--- config.mk ---
export PLATFORM = sky130hd
export DESIGN_NAME = switch_port_out
export DESIGN_NICKNAME = d
export VERILOG_FILES = /design/src/rtl/switch_port_out.sv
export SDC_FILE = /design/constraint.sdc
export NUM_CORES = 1
export LEC_CHECK = 0
export BUFFER_PORTS_ARGS = -buffer_cell sky130_fd_sc_hd__clkbuf_2
export CORE_ASPECT_RATIO = 1.5
export CORE_MARGIN = 1
export CORE_UTILIZATION = 45
export CTS_BUF_LIST = sky130_fd_sc_hd__clkbuf_4 sky130_fd_sc_hd__clkbuf_8
export CTS_CLUSTER_SIZE = 20
export DETAILED_ROUTE_END_ITERATION = 12
export GPL_ROUTABILITY_DRIVEN = 0
export PLACE_DENSITY = 0.61
export SLEW_MARGIN = 20
export SYNTH_ARGS = -nofsm -noshare
export SYNTH_HDL_FRONTEND = slang
export SYNTH_SLANG_ARGS = --single-unit
--- constraint.sdc ---
create_clock -name clk -period 3.4 [get_ports clk]
set_clock_uncertainty 0.15 [all_clocks]
set_input_delay 0.34 -clock clk [delete_from_list [all_inputs] [get_ports clk]]
set_output_delay 0.34 -clock clk [all_outputs]
set_load 0.01 [all_outputs]
--- src/rtl/switch_port_out.sv ---
// Output-side queue of one switch port.
// Buffers fabric bytes in a small FIFO and exposes them to the port consumer
// only once a complete packet (last-flagged byte) is stored. The head byte is
// presented first-word-fall-through while ready is high.
//
// state | meaning
// ------+-----------------------------------------------------------
// IDLE  | no complete packet buffered; ready=0, data forced to 8'h00
// SEND  | at least one complete packet buffered; consumer may pop
module switch_port_out #(
   parameter int DEPTH = 16,
   parameter int CNT_W = 5
) (
   input  logic             clk,
   input  logic             reset,
   input  logic             in_valid,
   input  logic [7:0]       in_data,
   input  logic             in_last,
   output logic             in_full,
   output logic [7:0]       data,
   output logic             ready,
   input  logic             read,
   output logic [CNT_W-1:0] pkt_count,
   output logic             overflow
);

   localparam int AW = $clog2(DEPTH);

   typedef enum logic {IDLE, SEND} state_t;

   state_t           state;
   logic [8:0]       mem [DEPTH];
   logic [AW-1:0]    wr_ptr;
   logic [AW-1:0]    rd_ptr;
   logic [CNT_W-1:0] occupancy;

   logic             wr_en;
   logic             rd_en;
   logic [8:0]       head;
   logic             push_last;
   logic             pop_last;
   logic [CNT_W-1:0] pkt_count_nxt;

   // Fullness is judged before any same-cycle pop, so a write at full is always dropped.
   assign in_full   = (occupancy == CNT_W'(DEPTH));
   assign wr_en     = in_valid && !in_full;
   assign rd_en     = read && ready;
   assign head      = mem[rd_ptr];
   assign push_last = wr_en && in_last;
   assign pop_last  = rd_en && head[8];
   assign data      = ready ? head[7:0] : 8'h00;

   // Packet count after this cycle's write and pop; a simultaneous +1/-1 cancels.
   always_comb begin
      pkt_count_nxt = pkt_count;
      if (push_last && !pop_last)
         pkt_count_nxt = pkt_count + CNT_W'(1);
      else if (!push_last && pop_last)
         pkt_count_nxt = pkt_count - CNT_W'(1);
   end

   // Storage array: {last, byte} per entry; no reset needed, pointers gate visibility.
   always_ff @(posedge clk) begin
      if (wr_en)
         mem[wr_ptr] <= {in_last, in_data};
   end

   // Pointers, occupancy, packet count and sticky overflow flag.
   always_ff @(posedge clk) begin
      if (reset) begin
         wr_ptr    <= '0;
         rd_ptr    <= '0;
         occupancy <= '0;
         pkt_count <= '0;
         overflow  <= 1'b0;
      end else begin
         if (wr_en)
            wr_ptr <= wr_ptr + AW'(1);
         if (rd_en)
            rd_ptr <= rd_ptr + AW'(1);
         case ({wr_en, rd_en})
            2'b10:   occupancy <= occupancy + CNT_W'(1);
            2'b01:   occupancy <= occupancy - CNT_W'(1);
            default: occupancy <= occupancy;
         endcase
         pkt_count <= pkt_count_nxt;
         if (in_valid && in_full)
            overflow <= 1'b1;
      end
   end

   // Store-and-forward FSM; ready is a registered copy of the SEND state.
   always_ff @(posedge clk) begin
      if (reset) begin
         state <= IDLE;
         ready <= 1'b0;
      end else begin
         case (state)
            IDLE: begin
               if (pkt_count != '0) begin
                  state <= SEND;
                  ready <= 1'b1;
               end
            end
            SEND: begin
               if (pop_last && (pkt_count_nxt == '0)) begin
                  state <= IDLE;
                  ready <= 1'b0;
               end
            end
            default: begin
               state <= IDLE;
               ready <= 1'b0;
            end
         endcase
      end
   end

endmodule

==> out/qor.txt, run 1 <==
==========================================================================================
Chip width                                                                        103.9 um
# Post-CTS Setup Buffers                                                                 0
Peak fanout along the critical path                                                      4
Number of vias per cell after detailed routing                                       5.579
Total routing usage reported by global routing                                      0.1872
Number of vias in the routed layout                                                   3777
F_max                                                                            319.6 MHz
Max Buffers Root-to-Sink                                                                 2
Post-route cell area                                                              7868 um2
Largest cells by area after synthesis                                         sky130_fd_sc_hd__edfxtp_1, sky130_fd_sc_hd__mux4_2, sky130_fd_sc_hd__dfxtp_1
Outcome                                                                       complete, no violations
Share of final-layout standard cells stronger than drive strength 1                 0.2803
Endpoint type of the worst setup path                                             register
Cts bufs inserted                                                                       17
Die height                                                                        154.8 um
Combinational family with the most area after synthesis                       multiplexers
Clock edge transition at the registers on the reported setup and hold paths        0.09 ns
Syn Inst Count                                                                         416
Worst hold path type                                                                in2reg
Pwr/cell area                                                                 540.7 nW/um2
Count of pins over their slew limit                                                      0
Rel. slew slack                                                                     0.4410
Synthesized Nets                                                                       441
Cell count after placement                                                             645
Initial core utilization                                                            0.4629
Slew of the pin with the lowest slew margin                                      0.8322 ns
Count of final setup violators                                                           0
Worst Slack Setup Final                                                          0.2710 ns
Worst EP arrival                                                                   3.29 ns
Clock root cell                                                               sky130_fd_sc_hd__clkbuf_8
Share of the clock period used by the worst path                                    0.9203
RSZ-0062 raised after global routing                                                    no
Number of synthesized register bits                                                    169
First-pass GRT wire length                                                        21890 um
Worst-skew pair later-pin latency                                                  0.45 ns
Leakage component of the power                                                    2.601 nW
Category of the most critical setup path                                           reg2reg
Synthesized-area fraction occupied by and/or/nand/nor cells                        0.08266
Xor and xnor fraction of the mapped netlist area                                   0.01375
Compound-gate portion of the synthesized area                                      0.03267
Pin count of the biggest net entering global routing                                    43
Top cells by instance count after synthesis                                   sky130_fd_sc_hd__edfxtp_1, sky130_fd_sc_hd__mux4_2, sky130_fd_sc_hd__nor2_1
Required time at the endpoint of the critical path                                 3.56 ns
Area share of the largest cell type after synthesis                                 0.6170
Cell Area, Synth                                                                  7008 um2
Post-CTS Resized                                                                         0
DR iter-0 viols                                                                        241
Instance area at placement                                                        7480 um2
Residual DRC                                                                             0
MaxCap Viol Count                                                                        0
CTS tree                                                                             built
Net count, final                                                                       490
Most common cell in the netlist                                               sky130_fd_sc_hd__edfxtp_1
Mean area per synthesized cell                                                   16.85 um2
Post-synthesis mux area share                                                       0.1385
Port-buffer cells                                                                       28
Total of hold buffers inserted after clock tree synthesis                                0
Fraction of the mapped netlist area in adder cells                                 0.02250
Total number of clock tree sinks                                                       169
Fin cells                                                                              677
Ant diodes                                                                               0
Initial antenna violation count                                                          0
Count of unique library cells instantiated by Yosys                                     49
Core region area                                                                 15140 um2
Drt first pass iters                                                                     4
Most used flip-flop cell after synthesis                                      sky130_fd_sc_hd__edfxtp_1
Fraction of registers with async set/reset                                               0
CTS H-tree depth                                                                         4
Count of synthesis-stage warnings from yosys                                             0
Number of enable-type register cells in the synthesized netlist                        144
Number of failing hold endpoints at the final stage                                      0
Routed WL                                                                         13860 um
Seq/Total Area, Yosys                                                               0.6884
Post-route ant nets                                                                      0
Hold_ws                                                                         0.03225 ns
Peak supply drop                                                                 0.2457 mV
Worst setup timing slack at the placement stage                                  0.2794 ns
Minimum clock period after layout                                                 3.129 ns
Post-detailed-route wirelength per cell                                           20.48 um
Detailed placement HPWL                                                            8850 um
Post-synthesis cell type with the largest combined area                       sky130_fd_sc_hd__edfxtp_1
Global route overflow                                                                    0
Layout overhead on the synthesized area                                             12.27%
Boundary Pins                                                                           29
Cell Rows                                                                               55
Total die area                                                                   16090 um2
Via count of the first global-routing pass                                            3899
Startpoint class of the critical path                                             register
Setup TNS                                                                             0 ns
==========================================================================================
[metal layers]
metal | track usage | wire, um | vias up
met5 | 0 | 0 | -
met4 | 0.08571 | 379 | 0
met3 | 0.03540 | 503 | 25
met2 | 0.3235 | 7383 | 89
met1 | 0.2276 | 5597 | 1947
li1 | - | - | 1716
[worst paths after layout]
kind                                to  slack (ns)  cells past startpoint                       from
min              overflow$_SDFFE_PP0P_        0.03                      3                   in_valid
max reg2reg  occupancy[4]$_SDFFE_PP0P_        0.27                     13  occupancy[1]$_SDFFE_PP0P_
max          occupancy[4]$_SDFFE_PP0P_        0.27                     13  occupancy[1]$_SDFFE_PP0P_
min reg2reg      overflow$_SDFFE_PP0P_        0.35                      2      overflow$_SDFFE_PP0P_
[logic make-up (layout without fill, tap and decap cells)]
kind of cell / Yosys count / after routing
flip-flops: 169 / 169
AO/OA/AOI/OAI: 34 / 34
AND/OR/NAND/NOR: 111 / 111
adder cells (fa/ha/maj): 12 / 12
XOR/XNOR: 11 / 11
multiplexers: 46 / 46
buffers and inverters: 33 / 95
[sequential cells by signal, indices dropped and copies added (netlist names), named ones only]
name and cells:
occupancy 5, wr_ptr 4, rd_ptr 4, ready 1, state 1, mem 144
overflow 1, pkt_count 5
[worst max-delay path, cell delays in order, from the launching register on]
cell and delay [ns]:
sky130_fd_sc_hd__dfxtp_1 0.34, sky130_fd_sc_hd__or4b_1 0.59, sky130_fd_sc_hd__nor2_1 0.19, sky130_fd_sc_hd__nor2b_1 0.09, sky130_fd_sc_hd__inv_1 0.06, sky130_fd_sc_hd__ha_1 0.22
sky130_fd_sc_hd__inv_1 0.10, sky130_fd_sc_hd__fa_1 0.39, sky130_fd_sc_hd__nor2b_1 0.16, sky130_fd_sc_hd__o21ai_0 0.13, sky130_fd_sc_hd__and3_1 0.20, sky130_fd_sc_hd__nor3_1 0.18
sky130_fd_sc_hd__xnor2_1 0.16, sky130_fd_sc_hd__nor2_1 0.05
[placed cells by master (no fill, tap or decap), drive strengths merged, types with 3 or more instances in the layout]
| cell | n |
|---|---|
| nand2b | 6 |
| nand2 | 13 |
| clkinv | 5 |
| ha | 11 |
| nand4 | 4 |
| xor2 | 6 |
| mux4 | 40 |
| a21oi | 12 |
| mux2i | 4 |
| nor3 | 15 |
| dfxtp | 25 |
| nor2b | 8 |
| a2bb2oi | 3 |
| o21ai | 6 |
| and2 | 10 |
| nor4 | 3 |
| clkbuf | 45 |
| inv | 22 |
| edfxtp | 144 |
| a22oi | 3 |
| nor2 | 39 |
| xnor2 | 5 |
| and3 | 3 |
| buf | 22 |
[stage by stage]
step | utilization | total power, W
4_1_cts | 0.5197 | 0.004303
3_3_place_gp | 0.4937 | 0.002943
2_1_floorplan | - | 0.002773
6_report | 0.5197 | 0.004254
3_5_place_dp | 0.4941 | 0.002952
5_1_grt | 0.5197 | 0.004443
[layout make-up]
type	count	area, um2
Multi-Input combinational cell	214	2038
Fill cell	1250	7272
Clock buffer	17	234.0
Inverter	13	48.80
Clock inverter	15	153.9
Tap cell	199	249.0
Sequential cell	169	4826
Timing Repair Buffer	50	317.8
[report_power, final]
group	switching (W)	internal [W]
registers	0.0000466	0.00230
logic	0.000292	0.000254
clock network	0.000806	0.000551
Power figures use the tool's default switching activity.
==> run 2: changes to the inputs <==
--- a/config.mk
+++ b/config.mk
@@ -8,12 +8,12 @@
 export BUFFER_PORTS_ARGS = -buffer_cell sky130_fd_sc_hd__clkbuf_2
 export CORE_ASPECT_RATIO = 1.5
 export CORE_MARGIN = 1
-export CORE_UTILIZATION = 45
+export CORE_UTILIZATION = 40
 export CTS_BUF_LIST = sky130_fd_sc_hd__clkbuf_4 sky130_fd_sc_hd__clkbuf_8
 export CTS_CLUSTER_SIZE = 20
 export DETAILED_ROUTE_END_ITERATION = 12
 export GPL_ROUTABILITY_DRIVEN = 0
-export PLACE_DENSITY = 0.61
+export PLACE_DENSITY = 0.56
 export SLEW_MARGIN = 20
 export SYNTH_ARGS = -nofsm -noshare
 export SYNTH_HDL_FRONTEND = slang
==> run 2 against run 1 <==
Setup slack worse by 0.059 ns. Final area up 0.45%. Total power up 4.9%. Critical path type unchanged.
==> out/qor.txt, run 2 (synthesis gave the netlist of run 1 again) <==
==========================================================================================
Post-detailed-route wirelength per cell                                           20.89 um
Number of buffer and inverter instances along the worst setup path                       2
Total routing usage reported by global routing                                      0.1743
Detailed placement HPWL                                                            9196 um
Global route overflow                                                                    0
Worst min-delay path startpoint                                                       read
Routed WL                                                                         14230 um
Via count of the first global-routing pass                                            3789
Worst-path cell with the longest stage delay                                  sky130_fd_sc_hd__or4b_1
Flip-flop count of the largest register after layout                                   144
Clock root cell                                                               sky130_fd_sc_hd__clkbuf_8
Largest register by flop count                                                         mem
CTS H-tree depth                                                                         4
Post-route ant nets                                                                      0
Outcome                                                                       complete, no violations
Initial core utilization                                                            0.4127
Switching share of power                                                            0.2570
Internal power of the cells                                                     0.003317 W
Boundary Pins                                                                           29
Count of pins over their slew limit                                                      0
Worst R2R End                                                                 occupancy[4]$_SDFFE_PP0P_
Cell Rows                                                                               58
CTS tree                                                                             built
Endpoint type of the worst setup path                                             register
DR iter-0 viols                                                                        256
Drt first pass iters                                                                     6
Setup TNS                                                                             0 ns
Seq pwr share                                                                        0.526
# Post-CTS Setup Buffers                                                                 0
Number of vias in the routed layout                                                   3694
Cell depth of the worst hold path                                                        4
Start of the worst register-to-register path                                  occupancy[1]$_SDFFE_PP0P_
Critical path's top delay family                                              simple AND/OR/NAND/NOR gates
RSZ-0062 raised after global routing                                                    no
Cell chain of the critical path                                               or4b_1 > nor2_2 > nor2b_1 > inv_1 > ha_1 > inv_1 > fa_1 > nor2b_1 > o21ai_0 > and3_1 > nor3_1 > xnor2_1 > nor2_1
Worst EP arrival                                                                   3.36 ns
Pwr/cell area                                                                 564.9 nW/um2
Post-layout power                                                               0.004464 W
Peak supply drop                                                                 0.2923 mV
MaxCap Viol Count                                                                        0
Final core utilization                                                              0.4654
Share of the clock period used by the worst path                                    0.9377
First-pass GRT wire length                                                        21800 um
Core region area                                                                 16980 um2
Category of the most critical setup path                                           reg2reg
Count of final setup violators                                                           0
Chip width                                                                        110.1 um
Minimum clock period after layout                                                 3.188 ns
Initial antenna violation count                                                          0
Hold worst-path end                                                           rd_ptr[1]$_SDFFE_PP0P_
Worst-skew pair later-pin latency                                                  0.46 ns
Required time at the endpoint of the critical path                                 3.58 ns
Slew of the pin with the lowest slew margin                                       1.007 ns
Residual DRC                                                                             0
Commonest cells after routing, fill and taps aside                            sky130_fd_sc_hd__edfxtp_1, sky130_fd_sc_hd__mux4_2, sky130_fd_sc_hd__nor2_1
Reg-to-reg slack, setup                                                            0.21 ns
Switching power                                                                 0.001147 W
Cts bufs inserted                                                                       17
Rel. slew slack                                                                     0.3237
Die height                                                                        164.1 um
Part of the total power dissipated in the clock network                              0.350
Leakage component of the power                                                    2.586 nW
Comb power frac                                                                      0.124
Layout overhead on the synthesized area                                             12.77%
Hold_ws                                                                         0.08266 ns
Max Buffers Root-to-Sink                                                                 2
Post-route cell area                                                              7903 um2
Startpoint class of the critical path                                             register
Total die area                                                                   18060 um2
Clock edge transition at the registers on the reported setup and hold paths        0.09 ns
Share of final-layout standard cells stronger than drive strength 1                 0.2824
Number of vias per cell after detailed routing                                       5.424
Number of cells on the worst reg-to-reg path                                            13
Net count, final                                                                       483
Instance area at placement                                                        7448 um2
Port-buffer cells                                                                       28
Largest stage delay on the critical path                                           0.60 ns
Biggest registers after layout                                                mem (144), occupancy (5), pkt_count (5)
F_max                                                                            313.6 MHz
Number of failing hold endpoints at the final stage                                      0
Peak fanout along the critical path                                                      4
Worst hold path type                                                                in2reg
Total number of clock tree sinks                                                       169
Most common cell after layout, fill and taps aside                            sky130_fd_sc_hd__edfxtp_1
Ant diodes                                                                               0
Pin count of the biggest net entering global routing                                    43
==========================================================================================
-- run 2: changes by cell type in the layout (fill, tap and decap cells not counted), moves of 3 or more --
cell,previous run,this run
sky130_fd_sc_hd__bufinv_16,0,3
sky130_fd_sc_hd__buf_4,21,13
sky130_fd_sc_hd__nor2_1,37,30
sky130_fd_sc_hd__nor2_2,2,9
-- run 2: metal layers --
metal | GRT usage | part of all wire | vias to the layer above
met1 | 0.2010 | 0.41 | 1897
met2 | 0.3085 | 0.53 | 66
met5 | 0 | 0 | -
met4 | 0.07152 | 0.026 | 0
met3 | 0.03810 | 0.031 | 29
li1 | - | - | 1702
-- run 2: layout make-up --
class                   count  area [um2]
flip-flops and latches    169        4826
fillers                  1506        9079
inverters                  13       48.80
multi-input cells         214        2056
clock inverters            15       207.7
well taps                 210       262.8
repair buffers             43       267.8
clock buffers              17       234.0
-- run 2: repair_timing --
item | 4_1_cts | 5_1_grt
hold endpoints to repair | 1 | 0
setup endpoints to repair | 0 | 1
gates resized for setup | 0 | 1
hold buffers | 1 | 0
-- run 2: power groups by stage --
stage / Clock, W / Sequential [W] / Combinational [W]
2_1_floorplan: 0 / 0.00239 / 0.000379
3_5_place_dp: 0 / 0.00240 / 0.000562
5_1_grt: 0.00167 / 0.00236 / 0.000612
6_report: 0.00156 / 0.00235 / 0.000553
3_3_place_gp: 0 / 0.00239 / 0.000552
4_1_cts: 0.00159 / 0.00235 / 0.000566
-- run 2: how the worst max path moves through the flow --
stage | start | endpoint | slack (ns) | depth (start not counted)
global placement | occupancy[1]$_SDFFE_PP0P_ | occupancy[4]$_SDFFE_PP0P_ | 0.42 | 13
finish | occupancy[1]$_SDFFE_PP0P_ | occupancy[4]$_SDFFE_PP0P_ | 0.21 | 13
CTS | occupancy[1]$_SDFFE_PP0P_ | occupancy[4]$_SDFFE_PP0P_ | 0.19 | 13
global route | occupancy[1]$_SDFFE_PP0P_ | occupancy[4]$_SDFFE_PP0P_ | 0.04 | 13
detailed placement | occupancy[1]$_SDFFE_PP0P_ | occupancy[4]$_SDFFE_PP0P_ | 0.21 | 13
floorplan | occupancy[1]$_SDFFE_PP0P_ | occupancy[4]$_SDFFE_PP0P_ | 0.27 | 14
-- run 2: per-stage QoR --
step                      instances  worst slack, ns
after floorplan                 416           0.2660
after global placement          648           0.4198
after detailed placement        648           0.2146
after CTS                       681           0.1869
after global routing            681          0.03533
final                           681           0.2117
-- run 2: worst register-to-register path, cell delays in order, from the launching register on --
cell and delay [ns]:
sky130_fd_sc_hd__dfxtp_1 0.35, sky130_fd_sc_hd__or4b_1 0.60, sky130_fd_sc_hd__nor2_2 0.15, sky130_fd_sc_hd__nor2b_1 0.08, sky130_fd_sc_hd__inv_1 0.07, sky130_fd_sc_hd__ha_1 0.22, sky130_fd_sc_hd__inv_1 0.11, sky130_fd_sc_hd__fa_1 0.38
sky130_fd_sc_hd__nor2b_1 0.15, sky130_fd_sc_hd__o21ai_0 0.13, sky130_fd_sc_hd__and3_1 0.21, sky130_fd_sc_hd__nor3_1 0.21, sky130_fd_sc_hd__xnor2_1 0.18, sky130_fd_sc_hd__nor2_1 0.07
==> run 3: changes to the inputs <==
--- a/config.mk
+++ b/config.mk
@@ -5,6 +5,7 @@
 export SDC_FILE = /design/constraint.sdc
 export NUM_CORES = 1
 export LEC_CHECK = 0
+export ABC_AREA = 1
 export BUFFER_PORTS_ARGS = -buffer_cell sky130_fd_sc_hd__clkbuf_2
 export CORE_ASPECT_RATIO = 1.5
 export CORE_MARGIN = 1
==> run 3 against run 2 <==
Synthesized cell count up 46%. Global-route usage rose by 1.9 points. Clock power down 14%. First-iteration DRC count rose by 43%. Critical path depth is 7 lower. Die area is 1.1% higher. Largest power group unchanged. Sequential cell count unchanged. Clock-buffer cell count grew 2. Combinational power rose by 38%. Final area barely moved.
==> out/qor.txt, run 3 <==
==========================================================================================
Outcome                                                                       complete, no violations
Slew of the pin with the lowest slew margin                                      0.6274 ns
Mean area per synthesized cell                                                   11.66 um2
Post-CTS Resized                                                                         0
Syn Inst Count                                                                         608
Global-route met2 utilization                                                       0.3382
Ant diodes                                                                               0
Cell Rows                                                                               59
Initial core utilization                                                            0.4086
Flip-flop count of the largest register after layout                                   144
Biggest registers after layout                                                mem (144), occupancy (5), pkt_count (5)
Core region area                                                                 17350 um2
Boundary Pins                                                                           29
Category of the most critical setup path                                           reg2out
Cell Area, Synth                                                                  7088 um2
Fraction of the mapped netlist area in adder cells                                 0.02224
Worst R2R End                                                                 occupancy[4]$_SDFFE_PP0P_
Die height                                                                        165.0 um
Via count of the first global-routing pass                                            4631
Pin count of the biggest net entering global routing                                    73
Leakage component of the power                                                    2.842 nW
Total number of clock tree sinks                                                       169
Number of failing hold endpoints at the final stage                                      0
Worst EP arrival                                                                   2.36 ns
Largest cells by area after synthesis                                         sky130_fd_sc_hd__edfxtp_1, sky130_fd_sc_hd__dfxtp_1, sky130_fd_sc_hd__o21ai_0
Post-route ant nets                                                                      0
Cell count after placement                                                             840
F_max                                                                            350.4 MHz
Most common cell in the netlist                                               sky130_fd_sc_hd__edfxtp_1
Peak supply drop                                                                 0.2781 mV
Most common cell after layout, fill and taps aside                            sky130_fd_sc_hd__edfxtp_1
Xor and xnor fraction of the mapped netlist area                                  0.007414
Seq/Total Area, Yosys                                                               0.6807
Clock root cell                                                               sky130_fd_sc_hd__clkbuf_8
Post-synthesis mux area share                                                            0
Layout overhead on the synthesized area                                             11.46%
Number of synthesized register bits                                                    169
Max Buffers Root-to-Sink                                                                 2
DR iter-0 viols                                                                        366
Clock edge transition at the registers on the reported setup and hold paths        0.08 ns
Largest register by flop count                                                         mem
Setup TNS                                                                             0 ns
Net count, final                                                                       672
Number of vias per cell after detailed routing                                       5.459
Number of vias in the routed layout                                                   4766
Comb power frac                                                                      0.170
CTS H-tree depth                                                                         4
Part of the total power dissipated in the clock network                              0.298
Count of final setup violators                                                           0
Worst-skew pair later-pin latency                                                  0.45 ns
Detailed placement HPWL                                                           10470 um
Post-layout power                                                               0.004479 W
Fraction of registers with async set/reset                                               0
Cell depth of the worst hold path                                                        3
MaxCap Viol Count                                                                        0
Internal power of the cells                                                     0.003161 W
Total routing usage reported by global routing                                      0.1932
CTS tree                                                                             built
Seq pwr share                                                                        0.531
Drt first pass iters                                                                     5
Required time at the endpoint of the critical path                                 2.91 ns
Most used flip-flop cell after synthesis                                      sky130_fd_sc_hd__edfxtp_1
Switching share of power                                                            0.2942
Share of final-layout standard cells stronger than drive strength 1                 0.1485
Number of enable-type register cells in the synthesized netlist                        144
Initial antenna violation count                                                          0
Post-detailed-route wirelength per cell                                           19.13 um
Cts bufs inserted                                                                       17
Fin cells                                                                              873
Routed WL                                                                         16700 um
Port-buffer cells                                                                       28
Met3 usage                                                                         0.04404
Count of pins over their slew limit                                                      0
Residual DRC                                                                             0
Pwr/cell area                                                                 567.0 nW/um2
Layer carrying the most global-route usage                                            met2
Chip width                                                                        110.7 um
Count of unique library cells instantiated by Yosys                                     34
Global route overflow                                                                    0
Number of cells on the worst reg-to-reg path                                            12
Area share of the largest cell type after synthesis                                 0.6101
Endpoint type of the worst setup path                                          output port
Share of the clock period used by the worst path                                    0.8394
Synthesized-area fraction occupied by and/or/nand/nor cells                         0.1200
Commonest cells after routing, fill and taps aside                            sky130_fd_sc_hd__edfxtp_1, sky130_fd_sc_hd__nor2_1, sky130_fd_sc_hd__o21ai_0
Startpoint class of the critical path                                             register
Start of the worst register-to-register path                                  ready$_SDFFE_PP0P_
Top cells by instance count after synthesis                                   sky130_fd_sc_hd__edfxtp_1, sky130_fd_sc_hd__nor2_1, sky130_fd_sc_hd__o21ai_0
Number of fillers in the final layout                                                 1576
Worst hold path type                                                                in2reg
Reg-to-reg slack, setup                                                            0.91 ns
Peak fanout along the critical path                                                     57
Switching power                                                                 0.001318 W
Total die area                                                                   18270 um2
Compound-gate portion of the synthesized area                                       0.1227
RSZ-0062 raised after global routing                                                    no
Global Route met1 Usage                                                             0.2272
Count of synthesis-stage warnings from yosys                                             0
Rel. slew slack                                                                     0.5802
Worst min-delay path startpoint                                                       read
Synthesized Nets                                                                       633
Post-synthesis cell type with the largest combined area                       sky130_fd_sc_hd__edfxtp_1
First-pass GRT wire length                                                        26140 um
Minimum clock period after layout                                                 2.854 ns
Combinational family with the most area after synthesis                       compound AO/OA/AOI/OAI gates
==========================================================================================
==> run 3: layer usage <==
layer,up-vias,share of wire
li1,2265,-
met1,2324,0.42
met2,148,0.51
met3,29,0.043
met4,0,0.029
met5,-,0
==> run 3: final cells by class <==
cell class | instances | area, um2 | area share
Multi-Input combinational cell | 362 | 1931 | 0.2444
Clock buffer | 19 | 249.0 | 0.03152
Sequential cell | 169 | 4826 | 0.6109
Clock inverter | 13 | 121.4 | 0.01536
Inverter | 47 | 186.4 | 0.02360
Timing Repair Buffer | 50 | 320.3 | 0.04054
Tap cell | 213 | 266.5 | 0.03373
==> run 3: power groups by stage <==
stage                     Clock [W]  Sequential, W  Combinational [W]
after detailed placement          0        0.00243           0.000767
after global routing        0.00146        0.00239           0.000859
after CTS                   0.00138        0.00238           0.000769
after floorplan                   0        0.00240           0.000541
final                       0.00134        0.00238           0.000763
after global placement            0        0.00242           0.000742
==> run 3: stage by stage <==
| step | util | hold WS (ns) | setup WS, ns | cell area, um2 |
|---|---|---|---|---|
| 6_report | 0.4554 | 0.05766 | 0.5460 | 7900 |
| 5_1_grt | 0.4554 | 0.04409 | 0.3897 | 7900 |
| 4_1_cts | 0.4554 | 0.02133 | 0.5383 | 7900 |
| 3_5_place_dp | 0.4335 | 0.3137 | 0.8420 | 7520 |
| 3_3_place_gp | 0.4335 | 0.3032 | 0.9029 | 7520 |
| 2_1_floorplan | - | 0.2720 | 1.126 | 7088 |
==> run 3: worst max path at each step <==
stage	endpoint	depth (start not counted)	start
after floorplan	occupancy[4]$_SDFFE_PP0P_	12	ready$_SDFFE_PP0P_
after global placement	occupancy[4]$_SDFFE_PP0P_	13	read
after detailed placement	occupancy[4]$_SDFFE_PP0P_	13	read
after CTS	data[1]	6	register
after global routing	data[5]	6	register
final	data[1]	6	register
==> run 3: cells by family (layout without fill, tap and decap cells) <==
kind of cell	after synthesis	count (layout)
DFF	169	169
xor gates and xnor gates	6	6
and+or+nand+nor	195	195
buffers and inverters	77	129
AOI/OAI and AO/OA	149	149
adders and majority gates	12	12
==> run 3: critical path, stage by stage (launching register included) <==
cell and delay (ns):
sky130_fd_sc_hd__dfxtp_2 0.61, sky130_fd_sc_hd__buf_12 0.31, sky130_fd_sc_hd__o21ai_0 0.14, sky130_fd_sc_hd__o221ai_1 0.29, sky130_fd_sc_hd__o211ai_1 0.14, sky130_fd_sc_hd__a21oi_1 0.22, sky130_fd_sc_hd__clkbuf_2 0.19
==> run 3: what timing repair did <==
action | 4_1_cts | 5_1_grt
buffers inserted | 0 | 0
hold buffers | 1 | 0
hold endpoints to repair | 1 | 0
